**config.mk**
```make
export PLATFORM = sky130hd
export DESIGN_NAME = vxe_txnres_decoder_flat
export DESIGN_NICKNAME = d
export VERILOG_FILES = /design/src/rtl/vxe_txnres_decoder_if.sv /design/src/rtl/vxe_txnres_decoder.sv /design/src/flat_wrapper.sv
export SDC_FILE = /design/constraint.sdc
export NUM_CORES = 1
export LEC_CHECK = 0
export CAP_MARGIN = 25
export CORE_MARGIN = 2
export CORE_UTILIZATION = 49
export DETAILED_ROUTE_END_ITERATION = 8
export MAX_ROUTING_LAYER = met4
export PLACE_DENSITY = 0.78
export SYNTH_ARGS = -nofsm -noshare
export SYNTH_HDL_FRONTEND = slang
export SYNTH_SLANG_ARGS = --single-unit
```
**constraint.sdc**
```tcl
create_clock -name clk -period 1.9 [get_ports clk]
set_input_delay 0.19 -clock clk [delete_from_list [all_inputs] [get_ports clk]]
set_output_delay 0.19 -clock clk [all_outputs]
set_load 0.03 [all_outputs]
```
**src/rtl/vxe_txnres_decoder_if.sv**
```systemverilog
// Bus bundle for the transaction response decoder: upstream coded vector
// handshake, downstream decoded fields handshake, and status/debug outputs.
interface vxe_txnres_decoder_if #(
  parameter int CNT_WIDTH = 16
) ();
  logic [8:0]           i_res_vec_txn;
  logic                 i_res_vld;
  logic                 o_res_rdy;
  logic [5:0]           o_txnid;
  logic                 o_rnw;
  logic [1:0]           o_err;
  logic                 o_vld;
  logic                 i_rdy;
  logic [CNT_WIDTH-1:0] o_rd_cnt;
  logic [CNT_WIDTH-1:0] o_wr_cnt;
  logic                 i_err_clr;
  logic                 o_err_sticky;
  logic [8:0]           o_err_info;

  // Environment side: produces coded vectors, consumes decoded responses.
  modport master (
    output i_res_vec_txn, i_res_vld, i_rdy, i_err_clr,
    input  o_res_rdy, o_txnid, o_rnw, o_err, o_vld,
    input  o_rd_cnt, o_wr_cnt, o_err_sticky, o_err_info
  );

  // Decoder side.
  modport slave (
    input  i_res_vec_txn, i_res_vld, i_rdy, i_err_clr,
    output o_res_rdy, o_txnid, o_rnw, o_err, o_vld,
    output o_rd_cnt, o_wr_cnt, o_err_sticky, o_err_info
  );
endinterface

```
**src/rtl/vxe_txnres_decoder.sv**
```systemverilog
// Transaction response decoder: 2-entry skid buffer for coded response
// vectors {txnid[5:0], rnw, err[1:0]}, in-order decoded output, saturating
// read/write completion counters and a sticky first-error record.
//
// Handshake rule (both sides): a transfer happens on a rising clk edge where
// valid and ready are both 1. Valid never waits on ready; once the decoder
// raises o_vld it holds the fields stable until the consume edge. Upstream
// ready is a flop and is 0 whenever the buffer is full, so nothing is dropped.
module vxe_txnres_decoder #(
  parameter int CNT_WIDTH = 16
) (
  input  logic                        clk,
  input  logic                        rst,
  vxe_txnres_decoder_if.slave         bus,
  output logic [1:0]                  dbg_occ
);

  typedef enum logic [1:0] {
    OCC_EMPTY = 2'd0,
    OCC_ONE   = 2'd1,
    OCC_TWO   = 2'd2
  } occ_e;

  localparam logic [CNT_WIDTH-1:0] CNT_MAX = '1;

  occ_e                 occ_q;
  occ_e                 occ_d;
  logic                 res_rdy_q;
  logic [8:0]           head_q;
  logic [8:0]           tail_q;
  logic                 accept;
  logic                 consume;
  logic [CNT_WIDTH-1:0] rd_cnt_q;
  logic [CNT_WIDTH-1:0] wr_cnt_q;
  logic                 sticky_q;
  logic [8:0]           info_q;
  logic                 head_err;

  assign accept   = bus.i_res_vld && res_rdy_q;
  assign consume  = (occ_q != OCC_EMPTY) && bus.i_rdy;
  assign head_err = (head_q[1:0] != 2'b00);

  // Occupancy next-state from the accept/consume pair.
  always_comb begin
    occ_d = occ_q;
    case (occ_q)
      OCC_EMPTY: begin
        if (accept) occ_d = OCC_ONE;
      end
      OCC_ONE: begin
        if (accept && !consume)      occ_d = OCC_TWO;
        else if (!accept && consume) occ_d = OCC_EMPTY;
      end
      OCC_TWO: begin
        if (consume) occ_d = OCC_ONE;
      end
      default: occ_d = OCC_EMPTY;
    endcase
  end

  // Occupancy register and registered upstream ready (low only when full).
  always_ff @(posedge clk or posedge rst) begin
    if (rst) begin
      occ_q     <= OCC_EMPTY;
      res_rdy_q <= 1'b1;
    end else begin
      occ_q     <= occ_d;
      res_rdy_q <= (occ_d != OCC_TWO);
    end
  end

  // Entry storage: head is what is presented downstream, tail is the skid slot.
  // Accept in TWO cannot happen because ready is low there.
  always_ff @(posedge clk or posedge rst) begin
    if (rst) begin
      head_q <= '0;
      tail_q <= '0;
    end else begin
      case (occ_q)
        OCC_EMPTY: begin
          if (accept) head_q <= bus.i_res_vec_txn;
        end
        OCC_ONE: begin
          if (accept && consume) head_q <= bus.i_res_vec_txn;
          else if (accept)       tail_q <= bus.i_res_vec_txn;
        end
        OCC_TWO: begin
          if (consume) head_q <= tail_q;
        end
        default: ;
      endcase
    end
  end

  // Completion counters, bumped on consume and held once saturated.
  always_ff @(posedge clk or posedge rst) begin
    if (rst) begin
      rd_cnt_q <= '0;
      wr_cnt_q <= '0;
    end else if (consume) begin
      if (head_q[2]) begin
        if (rd_cnt_q != CNT_MAX) rd_cnt_q <= rd_cnt_q + 1'b1;
      end else begin
        if (wr_cnt_q != CNT_MAX) wr_cnt_q <= wr_cnt_q + 1'b1;
      end
    end
  end

  // Sticky first-error record; a new error beats a same-cycle clear.
  always_ff @(posedge clk or posedge rst) begin
    if (rst) begin
      sticky_q <= 1'b0;
      info_q   <= '0;
    end else if (consume && head_err) begin
      sticky_q <= 1'b1;
      if (!sticky_q || bus.i_err_clr) info_q <= head_q;
    end else if (bus.i_err_clr) begin
      sticky_q <= 1'b0;
    end
  end

  assign bus.o_res_rdy    = res_rdy_q;
  assign bus.o_vld        = (occ_q != OCC_EMPTY);
  assign bus.o_txnid      = head_q[8:3];
  assign bus.o_rnw        = head_q[2];
  assign bus.o_err        = head_q[1:0];
  assign bus.o_rd_cnt     = rd_cnt_q;
  assign bus.o_wr_cnt     = wr_cnt_q;
  assign bus.o_err_sticky = sticky_q;
  assign bus.o_err_info   = info_q;
  assign dbg_occ          = occ_q;

endmodule

```
**src/flat_wrapper.sv**
```systemverilog
// flat-port wrapper written by rule: the top's interface ports become plain ports
module vxe_txnres_decoder_flat 
#(
  parameter int CNT_WIDTH = 16
)
  (clk, rst, dbg_occ, bus_i_res_vec_txn, bus_i_res_vld, bus_i_rdy, bus_i_err_clr, bus_o_res_rdy, bus_o_txnid, bus_o_rnw, bus_o_err, bus_o_vld, bus_o_rd_cnt, bus_o_wr_cnt, bus_o_err_sticky, bus_o_err_info);
  vxe_txnres_decoder_if #(.CNT_WIDTH(CNT_WIDTH)) bus_i ();
  input  logic clk;
  input  logic rst;
  output logic [1:0] dbg_occ;
  input wire logic [$bits(bus_i.i_res_vec_txn)-1:0] bus_i_res_vec_txn;
  input wire logic [$bits(bus_i.i_res_vld)-1:0] bus_i_res_vld;
  input wire logic [$bits(bus_i.i_rdy)-1:0] bus_i_rdy;
  input wire logic [$bits(bus_i.i_err_clr)-1:0] bus_i_err_clr;
  output wire logic [$bits(bus_i.o_res_rdy)-1:0] bus_o_res_rdy;
  output wire logic [$bits(bus_i.o_txnid)-1:0] bus_o_txnid;
  output wire logic [$bits(bus_i.o_rnw)-1:0] bus_o_rnw;
  output wire logic [$bits(bus_i.o_err)-1:0] bus_o_err;
  output wire logic [$bits(bus_i.o_vld)-1:0] bus_o_vld;
  output wire logic [$bits(bus_i.o_rd_cnt)-1:0] bus_o_rd_cnt;
  output wire logic [$bits(bus_i.o_wr_cnt)-1:0] bus_o_wr_cnt;
  output wire logic [$bits(bus_i.o_err_sticky)-1:0] bus_o_err_sticky;
  output wire logic [$bits(bus_i.o_err_info)-1:0] bus_o_err_info;
  assign bus_i.i_res_vec_txn = bus_i_res_vec_txn;
  assign bus_i.i_res_vld = bus_i_res_vld;
  assign bus_i.i_rdy = bus_i_rdy;
  assign bus_i.i_err_clr = bus_i_err_clr;
  assign bus_o_res_rdy = bus_i.o_res_rdy;
  assign bus_o_txnid = bus_i.o_txnid;
  assign bus_o_rnw = bus_i.o_rnw;
  assign bus_o_err = bus_i.o_err;
  assign bus_o_vld = bus_i.o_vld;
  assign bus_o_rd_cnt = bus_i.o_rd_cnt;
  assign bus_o_wr_cnt = bus_i.o_wr_cnt;
  assign bus_o_err_sticky = bus_i.o_err_sticky;
  assign bus_o_err_info = bus_i.o_err_info;
  vxe_txnres_decoder #(.CNT_WIDTH(CNT_WIDTH)) u_core (.clk(clk), .rst(rst), .bus(bus_i), .dbg_occ(dbg_occ));
endmodule
```
==> results.txt <==
* Run status: finished clean
* Clock network latency to the later pin of the worst-skew pair: 340 ps
* Yosys synthesis warning count: 0
- The routed design has between 5 and 6 mm of wire.
* Post-detailed-route wirelength per cell: 14.25 um
- Of the cells placed in the final design, the portion with a size suffix greater than 1 is 0.1818.
- Count of cell instances traversed by the critical path: 1
- After the first detailed-routing iteration, the DRC count stood at between 90 and 100.
- The die is between 70 and 80 um tall.
* Kind of end point of the critical path: output port
* Largest voltage drop on the vdd net: 0.8936 mV
- Residual DRC count: 0
* Final TNS setup: 0 ps
- Counting I/O delays and the setup requirement, the final critical path takes 1714 ps.
* Final instance count without filler cells: 391
- The global routing stage identified its most utilized layer as met2.
- The tree built by TritonCTS fans out to 63 sinks.
* Final core utilization: 0.7055
- Of all cell types, the one taking the most synthesized area is dfrtp_1.
* Worst slew margin relative to its limit: 0.6223
* Die Width: 79.39 um
- Summed over all cells, the static leakage comes to between 1.5 and 2 nW.
* Pin count of the biggest net entering global routing: 64
* Cells traversed along the worst timing path: clkdlybuf4s50_1
* Worst Clk Skew: 8.764 ps
- Across every metal layer, demand over resource in global routing totals 0.1998.
* Critical path's largest stage delay: 720 ps
- Routed Antenna Nets: 0
- Global-route track usage on met2: 0.3085
- Routability-driven placement congestion ratio: 0.8023
* Maximum number of buffers from clock root to sink: 2
* Setup WS post-layout: approximately 190 ps
- Number of ports placed on the die boundary: 69
- Number of buffers added by the clock tree synthesis step: 9
- Number of maximum-capacitance constraint violations: 0
* Final design area excluding fillers: 3885 sq um
- Relative to the synthesized area, the layout overhead comes to 39.49%.
- Effective utilization at floorplan: 0.5058
- Slew @ Worst Pin: 566.5 ps
* Buffer cell driving the clock tree root: clkbuf_8
- Min-delay worst type: in2async
* Number of cells after detailed placement: 375
- Fraction of the yosys area taken by sequential cells: 0.5665
* Slowest cell on the critical path: clkdlybuf4s50_1
* Row count: 27
* Syn avg cell area: between 10 and 15 sq um
* Synthesized area: 2785 sq um
* Share of Yosys cell area claimed by the top area cell type: 0.5571
- The repair_antennas step left the layout with diodes totalling 0.
- Required arrival time at the worst endpoint: 1710 ps
- In the layout the commonest cells are clkdlybuf4s50_1 (67), dfrtp_1 (62), xnor2_1 (22), mux2_2 (20), nor2_1 (16).
* Number of nets in the finished design: 330
- Met3 track demand over resource in global routing: 0.04525
- Summing over every cut layer, the via total after detailed routing is 2,007.
- PD cells: 1526 nW/um^2
* First-pass GRT wire length: 9.356 mm
- After detailed placement, the total cell area comes to 3665 sq um.
- For this run, global-route usage on met1 was measured as 0.2492.
- Half-perimeter wire length after detailed placement: between 3 and 4 mm
- Worst Setup Start Kind: register
* Distinct cells, synth: 34
* CTS Hold Buffers Added: 0
- Global routing finished with a remaining overflow of 0.
* Core region area: about 5500 sq um
- Unrepaired setup endpoints after global routing: false
- TritonCTS clock tree: built
- The worst register-to-register path begins at u_core.bus.o_rd_cnt[10].
- Sorting the synthesized cells by area gives the leading types as dfrtp_1 (56%), mux2_2 (8.1%), xnor2_1 (6.9%).
* Crit path arrival time: 1520 ps
- Via count of the first global-routing pass: just over 2k
* Number of levels the H-tree was split into: 3
- I/O Buffers: 68
- Setup violations remaining at the end of the flow were counted as 0.
- CP Class: reg2out
- The initial antenna violation count is 0.
* Critical register-to-register path endpoint: u_core.bus.o_rd_cnt[15]
- Achievable Freq: around 580 MHz
- Setup slack on the worst reg-to-reg path comes out at between 150 and 200 ps.
* Number of flip-flops and latches in the synthesized netlist: 63
- For the worst flop-to-flop path, the logic depth is 5.
- Together, buffers and inverters on the worst path number 1.
* Most common cell after layout, fill and taps aside: clkdlybuf4s50_1
- Dividing the detail-routed via count by the number of cells gives around 5.1.
* Synthesized net count: roughly 240
- Clock-pin slew was measured on the worst setup and hold paths at 70 ps.
- The max-slew violation count was 0.
- Die footprint: 6303 sq um
- On the critical path the largest part of the delay comes from buffers and inverters.
* Post-route clock period utilization: 0.9021
* Max Fanout on Critical Path: 8
- Before antenna repair, the detailed router went through 4 iterations.
* Synthesized netlist cell count: 228
- Timing analysis after detailed placement gives a worst setup slack of -132.0 ps.
- Hold violation total from the final report: 0
sequential cells by signal, indices dropped and copies added, names as in the netlist:
| name | cells |
|---|---|
| u_core.head_q | 9 |
| u_core.bus.o_err_sticky | 1 |
| u_core.bus.o_err_info | 9 |
| u_core.tail_q | 9 |
| u_core.bus.o_rd_cnt | 16 |
| u_core.bus.o_res_rdy | 1 |
| u_core.bus.o_wr_cnt | 16 |
| u_core.dbg_occ | 2 |
cells in the mapped netlist, drive strengths merged:
master   instances
a2111oi          1
o31ai            1
or2b             1
a2bb2oi          1
o21ai            2
inv              5
xnor2           22
nor3             2
buf              5
nor2b            3
and2             2
and3             7
and2b            1
nor4             1
nor2            16
mux2i           10
dfrtp           62
nand3b           1
nand2           12
nand3           10
xor2             8
mux2            20
ha               2
dfstp            1
a21oi           13
o21a             1
o211ai           1
nand4           13
or2              2
o22ai            1
nand2b           1
stage by stage:
stage / hold slack (ps) / total power, mW
2_1_floorplan: 286.4 / 3.630
3_3_place_gp: 479.1 / 4.639
3_5_place_dp: 482.4 / 4.709
4_1_cts: 251.4 / 5.999
5_1_grt: 294.8 / 6.235
6_report: 237.6 / 5.928
layer usage:
metal,up-vias,wire [um]
met5,-,0
met4,0,104
met3,10,234
met2,44,2745
met1,983,2486
li1,970,-
how the worst max path moves through the flow:
stage,from,end,slack (ps)
after global routing,u_core.dbg_occ[1],u_core.bus.o_rd_cnt[11],30
final,u_core.dbg_occ[1],dbg_occ[1],190
after detailed placement,bus_i_rdy,u_core.bus.o_rd_cnt[11],-130
after global placement,bus_i_rdy,u_core.bus.o_rd_cnt[11],-70
after floorplan,u_core.dbg_occ[1],u_core.bus.o_rd_cnt[13],60
after CTS,u_core.bus.o_rd_cnt[10],u_core.bus.o_rd_cnt[11],120
kinds of logic after synthesis:
group	after synthesis	share of synthesized area
muxes	30	0.1168
buffers and inverters	10	0.01797
DFF	63	0.5665
xor gates and xnor gates	30	0.09434
AOI/OAI and AO/OA	21	0.05975
and+or+nand+nor	72	0.1357
adders and majority gates	2	0.008983
where the power goes:
part | switching (mW) | total [mW] | internal (mW)
combinational | 1.32 | 2.51 | 1.19
sequential | 0.353 | 2.13 | 1.78
clock | 0.517 | 1.29 | 0.769
final cells by class:
type	count	area, sq um
Clock buffer	10	137.6
Clock inverter	6	83.83
Fill cell	409	1622
Inverter	5	18.77
Multi-Input combinational cell	155	1157
Sequential cell	63	1578
Tap cell	72	90.09
Timing Repair Buffer	80	819.5
what timing repair did:
action	in CTS	in global routing
pin swaps	0	1
buffers inserted	0	0
hold endpoints to repair	0	0
gates resized for setup	1	0
endpoints found under the setup margin	1	2
Note: power is estimated with default switching activity, not from simulation.
